--- src/rtl/fb_bkg_row_sequencer_if.sv ---
// Sequencer bus: row-counter handshake, background ROM read port and frame-buffer write port.
// master = the sequencer; slave = the row counter / ROM / frame-buffer side.
interface fb_bkg_row_sequencer_if #(
  parameter int ADDR_W = 17,
  parameter int DATA_W = 12
);
  logic              row_en;
  logic              row_done;
  logic              px_valid;
  logic [8:0]        px_x;
  logic [ADDR_W-1:0] bkg_rom_addr;
  logic [DATA_W-1:0] bkg_rom_data;
  logic              fb_we;
  logic [ADDR_W-1:0] fb_addr;
  logic [DATA_W-1:0] fb_din;

  modport master (
    output row_en, bkg_rom_addr, fb_we, fb_addr, fb_din,
    input  row_done, px_valid, px_x, bkg_rom_data
  );

  modport slave (
    input  row_en, bkg_rom_addr, fb_we, fb_addr, fb_din,
    output row_done, px_valid, px_x, bkg_rom_data
  );
endinterface

--- src/rtl/fb_bkg_row_sequencer.sv ---
// Background-pass frame sequencer: walks every row through the row counter and writes ROM pixels to the frame buffer.
// Macro FB_BKG_SOLID_COLOR_EN bypasses the ROM and fills the frame with bkg_color instead.
module fb_bkg_row_sequencer #(
  parameter int H_PIXELS = 320,
  parameter int V_LINES  = 240,
  parameter int ADDR_W   = 17,
  parameter int DATA_W   = 12
) (
  input  logic                   clk,
  input  logic                   reset_n,
  input  logic                   start,
  input  logic [DATA_W-1:0]      bkg_color,
  output logic                   busy,
  output logic                   done,
  fb_bkg_row_sequencer_if.master bus
);
  localparam int Y_W = $clog2(V_LINES + 1);

  typedef enum logic [2:0] {S_IDLE, S_ROW, S_NEXT, S_DRAIN, S_DONE} state_t;

  state_t            state_q, state_d;
  logic [Y_W-1:0]    y_q, y_d;
  logic [ADDR_W-1:0] base_q, base_d;
  logic              drain_q, drain_d;
  logic              row_en;
  logic              done_c;

  logic              vld_p1_q, vld_p1_d;
  logic [ADDR_W-1:0] addr_p1_q, addr_p1_d;
  logic              vld_p2_q, vld_p2_d;
  logic [ADDR_W-1:0] addr_p2_q, addr_p2_d;
`ifdef FB_BKG_SOLID_COLOR_EN
  logic [DATA_W-1:0] color_p2_q, color_p2_d;
  logic              unused_rom;
`else
  logic              unused_color;
`endif

  always_comb begin
    state_d = state_q;
    y_d     = y_q;
    base_d  = base_q;
    drain_d = drain_q;
    row_en  = 1'b0;
    done_c  = 1'b0;
    case (state_q)
      S_IDLE: begin
        y_d    = '0;
        base_d = '0;
        if (start) state_d = S_ROW;
      end
      S_ROW: begin
        row_en = 1'b1;
        if (bus.row_done) state_d = S_NEXT;
      end
      // One idle cycle lets the row counter park before the next row.
      S_NEXT: begin
        y_d     = y_q + Y_W'(1);
        base_d  = base_q + ADDR_W'(H_PIXELS);
        drain_d = 1'b0;
        state_d = (y_q == Y_W'(V_LINES - 1)) ? S_DRAIN : S_ROW;
      end
      S_DRAIN: begin
        drain_d = 1'b1;
        if (drain_q) state_d = S_DONE;
      end
      S_DONE: begin
        done_c  = 1'b1;
        state_d = S_IDLE;
      end
      default: state_d = S_IDLE;
    endcase
  end

  always_comb begin
    // p1: ROM address issue
    vld_p1_d  = bus.px_valid && busy;
    addr_p1_d = vld_p1_d ? (base_q + ADDR_W'(bus.px_x)) : addr_p1_q;
    // p2: frame-buffer write, aligned with the ROM's one-cycle read latency
    vld_p2_d  = vld_p1_q;
    addr_p2_d = addr_p1_q;
`ifdef FB_BKG_SOLID_COLOR_EN
    color_p2_d = vld_p1_q ? bkg_color : color_p2_q;
`endif
  end

  always_ff @(posedge clk) begin
    if (!reset_n) begin
      state_q   <= S_IDLE;
      y_q       <= '0;
      base_q    <= '0;
      drain_q   <= 1'b0;
      vld_p1_q  <= 1'b0;
      addr_p1_q <= '0;
      vld_p2_q  <= 1'b0;
      addr_p2_q <= '0;
`ifdef FB_BKG_SOLID_COLOR_EN
      color_p2_q <= '0;
`endif
    end else begin
      state_q   <= state_d;
      y_q       <= y_d;
      base_q    <= base_d;
      drain_q   <= drain_d;
      vld_p1_q  <= vld_p1_d;
      addr_p1_q <= addr_p1_d;
      vld_p2_q  <= vld_p2_d;
      addr_p2_q <= addr_p2_d;
`ifdef FB_BKG_SOLID_COLOR_EN
      color_p2_q <= color_p2_d;
`endif
    end
  end

  assign busy        = (state_q != S_IDLE);
  assign done        = done_c;
  assign bus.row_en  = row_en;
  assign bus.fb_we   = vld_p2_q;
  assign bus.fb_addr = addr_p2_q;
`ifdef FB_BKG_SOLID_COLOR_EN
  assign bus.bkg_rom_addr = '0;
  assign bus.fb_din       = color_p2_q;
  assign unused_rom       = ^bus.bkg_rom_data;
`else
  assign bus.bkg_rom_addr = addr_p1_q;
  assign bus.fb_din       = vld_p2_q ? bus.bkg_rom_data : '0;
  assign unused_color     = ^bkg_color;
`endif
endmodule

--- src/flat_wrapper.sv ---
// flat-port wrapper written by rule: the top's interface ports become plain ports
module fb_bkg_row_sequencer_flat 
#(
  parameter int H_PIXELS = 320,
  parameter int V_LINES  = 240,
  parameter int ADDR_W   = 17,
  parameter int DATA_W   = 12
)
  (clk, reset_n, start, bkg_color, busy, done, bus_row_en, bus_bkg_rom_addr, bus_fb_we, bus_fb_addr, bus_fb_din, bus_row_done, bus_px_valid, bus_px_x, bus_bkg_rom_data);
  fb_bkg_row_sequencer_if #(.ADDR_W(ADDR_W), .DATA_W(DATA_W)) bus_i ();
  input  logic clk;
  input  logic reset_n;
  input  logic start;
  input  logic [DATA_W-1:0] bkg_color;
  output logic busy;
  output logic done;
  output wire logic [$bits(bus_i.row_en)-1:0] bus_row_en;
  output wire logic [$bits(bus_i.bkg_rom_addr)-1:0] bus_bkg_rom_addr;
  output wire logic [$bits(bus_i.fb_we)-1:0] bus_fb_we;
  output wire logic [$bits(bus_i.fb_addr)-1:0] bus_fb_addr;
  output wire logic [$bits(bus_i.fb_din)-1:0] bus_fb_din;
  input wire logic [$bits(bus_i.row_done)-1:0] bus_row_done;
  input wire logic [$bits(bus_i.px_valid)-1:0] bus_px_valid;
  input wire logic [$bits(bus_i.px_x)-1:0] bus_px_x;
  input wire logic [$bits(bus_i.bkg_rom_data)-1:0] bus_bkg_rom_data;
  assign bus_row_en = bus_i.row_en;
  assign bus_bkg_rom_addr = bus_i.bkg_rom_addr;
  assign bus_fb_we = bus_i.fb_we;
  assign bus_fb_addr = bus_i.fb_addr;
  assign bus_fb_din = bus_i.fb_din;
  assign bus_i.row_done = bus_row_done;
  assign bus_i.px_valid = bus_px_valid;
  assign bus_i.px_x = bus_px_x;
  assign bus_i.bkg_rom_data = bus_bkg_rom_data;
  fb_bkg_row_sequencer #(.H_PIXELS(H_PIXELS), .V_LINES(V_LINES), .ADDR_W(ADDR_W), .DATA_W(DATA_W)) u_core (.clk(clk), .reset_n(reset_n), .start(start), .bkg_color(bkg_color), .busy(busy), .done(done), .bus(bus_i));
endmodule
--- config.mk ---
export PLATFORM = sky130hd
export DESIGN_NAME = fb_bkg_row_sequencer_flat
export DESIGN_NICKNAME = d
export VERILOG_FILES = /design/src/rtl/fb_bkg_row_sequencer_if.sv /design/src/rtl/fb_bkg_row_sequencer.sv /design/src/flat_wrapper.sv
export SDC_FILE = /design/constraint.sdc
export NUM_CORES = 1
export LEC_CHECK = 0
export BUFFER_PORTS_ARGS = -buffer_cell sky130_fd_sc_hd__buf_2
export CELL_PAD_IN_SITES_DETAIL_PLACEMENT = 0
export CELL_PAD_IN_SITES_GLOBAL_PLACEMENT = 2
export CORE_MARGIN = 3
export CORE_UTILIZATION = 30
export DETAILED_ROUTE_END_ITERATION = 12
export GPL_ROUTABILITY_DRIVEN = 0
export GPL_TIMING_DRIVEN = 0
export PLACE_DENSITY_LB_ADDON = 0.1
export SETUP_SLACK_MARGIN = 0.15
export SLEW_MARGIN = 20
export SYNTH_ARGS = -nofsm -noshare
export SYNTH_HDL_FRONTEND = slang
export SYNTH_SLANG_ARGS = --single-unit
--- constraint.sdc ---
create_clock -name clk -period 3.5 [get_ports clk]
set_clock_uncertainty 0.05 [all_clocks]
set_input_delay 0.7 -clock clk [delete_from_list [all_inputs] [get_ports clk]]
set_output_delay 0.7 -clock clk [all_outputs]
set_load 0.01 [all_outputs]
Word level (Yosys, flattened, before mapping)
Index checks and enable logic that the tools add are counted.
- output and inout bits: 50
- bits of input ports: 38
- logic and storage cells: 36
- flip-flop bits (word level): 65
- muxes and demuxes: 11
- equal/unequal tests: 8
- reduce and logical (&&, ||, !) cells: 6
- $add $sub $neg: 3
- operator list (operator ; number):
    $pmux 17 s2 ; 1
    $add 17x9->17 ; 1
    $add 17x9->17 const B ; 1
    $pmux 8 s2 ; 1
    $mux 12 ; 1
    $pmux 3 s4 ; 1
    $mux 3 ; 3
    $add 8x1->8 const B ; 1
    $eq 8x8->1 const B ; 1
    $eq 3x2->1 const B ; 2
    $ne 2x2->1 const B ; 2
    $reduce_bool 2->1 ; 2
    $eq 3x1->1 const B ; 1
    $eq 3x3->1 const B ; 1
    $logic_not 3->1 ; 1
    $reduce_and 3->1 ; 1
    $reduce_bool 3->1 ; 1
    $mux 1 ; 2
    $mux 2 ; 1
    $ne 2x1->1 const B ; 1
    $pmux 1 s2 ; 1
    $logic_and 1x1->1 ; 1

Depth between registers and ports, before layout
- depth in word-level cells: 3
- mapped depth: 6
- gate-level depth less buffers: 5

Worst setup path before layout
No wires, ideal clock.
- path type: input -> register
- from: input port bus_px_x[8]
- to: register u_core.addr_p1_q[16] (netlist: u_core.bus.bkg_rom_addr[16])
- arrival: 1.883 ns
- library setup time: 0.120 ns
- stages on the path: 5
- slack: 1.448 ns
- data required time: 3.330 ns
- cell sequence: ha_1 -> a21oi_1 -> a21oi_1 -> nor4b_1 -> a211o_1
- cells in the longest elaborated chain, start to end: 1
- ends and longest elaborated chain (what ; line ; RTL):
    from (decl) ; flat_wrapper.sv:24 ; input wire logic [$bits(bus_i.px_x)-1:0] bus_px_x;
    $add 17x9->17 ; fb_bkg_row_sequencer.sv:78 ; addr_p1_d = vld_p1_d ? (base_q + ADDR_W'(bus.px_x)) : addr_p1_q;
    to (signal assigned) ; fb_bkg_row_sequencer.sv:106 ; addr_p1_q <= addr_p1_d;
    to (decl) ; fb_bkg_row_sequencer.sv:29 ; logic [ADDR_W-1:0] addr_p1_q, addr_p1_d;
No other way between the ends.
A chain may end at the register's enable or synchronous reset.

Worst setup path in the final report
- from: register u_core.state_q[0]
- to: output port bus_row_en
- cells in the longest elaborated chain, start to end: 2
- ends and longest elaborated chain (what ; line ; RTL):
    from (decl) ; fb_bkg_row_sequencer.sv:21 ; state_t state_q, state_d;
    from (signal assigned) ; fb_bkg_row_sequencer.sv:101 ; state_q <= state_d;
    $eq 3x1->1 ; fb_bkg_row_sequencer.sv:46 ; case (state_q)
    $mux 1 ; fb_bkg_row_sequencer.sv:46 ;
    to (decl) ; flat_wrapper.sv:17 ; output wire logic [$bits(bus_i.row_en)-1:0] bus_row_en;
No other way between the ends.

==> reports/metrics.yaml <==
status:
  status: "complete, no violations"
routing:
  drt_pass1_iterations: 4
  wire_per_inst_microns: 13.1
  vias: 2110
  viasPerCell: 4.51
  drtIter0Drc: 96
  route.antenna.remaining_nets: 0
  routed_wl_microns: 6110
  drc: 0
yosys:
  ys_ff_latch: 59
  synth_top_area_cell: "dfxtp_1"
  synth_area_sq_um: 2500
  avgSynthCellArea_sq_um: 9.06
  ys_top_cells_by_area: "dfxtp_1, and2_1, xnor2_1, nand2_1, a21boi_0"
  synth_flop_cell: "dfxtp_1"
  yosysWarnings: 0
  async_flop_share_pct: 0
  yosysTopAreaCellShare_pct: 47.2
  syn-num-nets: 319
  synth_edf_count: 0
  synth.distinct_cells: 43
  postSynthCellCount: 276
  yosysSeqAreaShare_pct: 47.2
cts:
  cts_hold_buf: 0
  cts_setup_buffers: 0
  htree_num_levels: 3
  postCtsResizedCells: 0
  clkTransAtPathRegs_ns: 0.07
  cts_max_path_buffers: 2
  root_buffer: "clkbuf_8"
  clock_sinks: 59
  clkLatencyLatePin_ns: 0.34
  cts_made_buffers: 9
  cts_tree: "built"
floorplanning:
  ios: 88
  start_util_pct: 31.5
  die_y_microns: 97.3
  fp-row-count: 32
  die_w_microns: 97.3
  core_area_sq_um: 7930
  die_area_sq_um: 9470
timing:
  max_freq_ghz: 0.449
  fin_crit_sh_pct: 63.6
  tightest_slew_ns: 0.544
  fin_crit_ns: 2.23
  fin_hold_ws_ns: 0.388
  slew_viol_final: 0
  tns_ns: 0
  timing.max_slew.rel_slack_pct: 63.7
  hold_viol: 0
  rsz0062_at_grt: "no"
  final-setup-viol-count: 0
worst_setup_path:
  critPathCaptureType: "output port"
  startpoint_type: "register"
  critical_path_required_ns: 2.75
  critical_path_peak_fanout: 10
  cp_data_arrival_time_ns: 1.48
  crit_type: "register to output port"
  reg2reg_slack_ns: 1.56
final_layout:
  final_area_sq_um: 3270
  utilization_pct: 41.3
  antennaDiodeCount: 0
  nFillCells: 836
  layout_commonest_cell: "buf_2"
  nets: 404
  final_layout_size_suffix_gt1_share_pct: 27.9
  final_cell_mix: "buf_2, dfxtp_1, nand2_1"
  area_delta_synth_final_pct: 30.9
global_route:
  overflow: 0
  grt_pass1_wl_microns: 10100
  grt_max_degree: 11
  grt_pass1_vias: 2015
  grt_usage_pct: 13.5
  grt_antenna_before_repair: 0
pwr:
  p_leak_nw: 1.44
  p_total_w: 0.00170
  vdd_drop_max_uv: 280
  power-per-cell-area_nw_per_um2: 520
worst_hold_path:
  holdCritPathClass: "register to register"
place:
  dpl_cell_area_sq_um: 3000
  hpwl_microns: 4460
  io_buffers: 74
flow_run:
  cap_violations: 0
[through the flow]
| stage | setup slack, ns | std cells |
|---|---|---|
| 2_1_floorplan | 1.45 | 276 |
| 3_3_place_gp | 1.06 | 452 |
| 3_5_place_dp | 1.12 | 452 |
| 4_1_cts | 1.20 | 468 |
| 5_1_grt | 1.09 | 468 |
| 6_report | 1.27 | 468 |
[cell usage after synthesis, types with 2 or more instances]
| cell | instances |
|---|---|
| nor4_1 | 4 |
| a21boi_0 | 11 |
| dfxtp_1 | 59 |
| nor3b_1 | 3 |
| inv_1 | 4 |
| buf_6 | 2 |
| buf_2 | 5 |
| nand4_1 | 3 |
| a22oi_1 | 3 |
| and2_1 | 31 |
| or3_1 | 2 |
| nand3_1 | 8 |
| o21a_1 | 2 |
| or3b_1 | 2 |
| mux2_2 | 2 |
| a21oi_1 | 13 |
| xor2_1 | 2 |
| o21ai_0 | 9 |
| ha_1 | 5 |
| xnor2_1 | 15 |
| clkbuf_1 | 8 |
| nor3_1 | 10 |
| a22o_1 | 2 |
| nor2_1 | 13 |
| nand2_1 | 34 |
| mux2i_1 | 2 |
| nor2b_1 | 6 |
[layout make-up]
type                            instances  area [sq um]  area share, %
Clock inverter                          4           120           3.67
Multi-Input combinational cell        196          1210           37.1
Tap cell                              102           128           3.90
Sequential cell                        59          1180           36.1
Clock buffer                           12           155           4.74
Inverter                                4          15.0          0.459
Timing Repair Buffer                   74           370           11.3
Buffer                                 17          90.1           2.75
[final timing paths]
kind,startpoint,end,depth (start not counted)
setup / recovery,u_core.state_q[0]$_SDFFE_PN0P_,bus_row_en,4
hold / removal,u_core.vld_p1_q$_SDFF_PN0_,u_core.bus.fb_we$_SDFF_PN0_,1
setup reg to reg,u_core.base_q[8]$_SDFFE_PN0P_,u_core.bus.bkg_rom_addr[16]$_SDFFE_PN0P_,5
hold reg to reg,u_core.vld_p1_q$_SDFF_PN0_,u_core.bus.fb_we$_SDFF_PN0_,1
[worst max-delay path, cell delays in order, from the launching register on]
cell and delay [ns]:
dfxtp_1 0.42, buf_2 0.24, inv_1 0.07, nor3_1 0.24
buf_2 0.18
[logic make-up (layout without fill, tap and decap cells)]
logic type / Yosys count / after routing / share of synthesized area [%]
AND/OR/NAND/NOR: 120 / 120 / 25.0
flip-flops: 59 / 59 / 47.2
AO/OA/AOI/OAI: 50 / 50 / 13.5
buffers and inverters: 21 / 111 / 4.20
XOR/XNOR: 17 / 17 / 5.95
adder cells (fa/ha/maj): 5 / 5 / 2.50
multiplexers: 4 / 4 / 1.70
[registers in the layout (all words and copies together) (netlist names)]
name / cells
u_core.bus.bkg_rom_addr: 17
u_core.bus.fb_addr: 17
u_core.base_q: 11
u_core.y_q: 8
u_core.state_q: 3
u_core.bus.fb_we: 1
u_core.drain_q: 1
u_core.vld_p1_q: 1
[per-layer routing]
metal	routed length, microns	vias up	GRT usage [%]
met5	0	-	0
met4	71	0	4.47
met3	387	7	5.74
met2	2770	59	21.4
met1	2880	936	16.5
li1	-	1108	-
[power by group]
group	switching [W]	total, W	internal [W]	leakage, nW
Clock	0.000269	0.000853	0.000585	0.137
Combinational	0.0000840	0.000145	0.0000609	0.821
Sequential	0.0000120	0.000705	0.000693	0.478
Note: power is estimated with default switching activity, not from simulation.
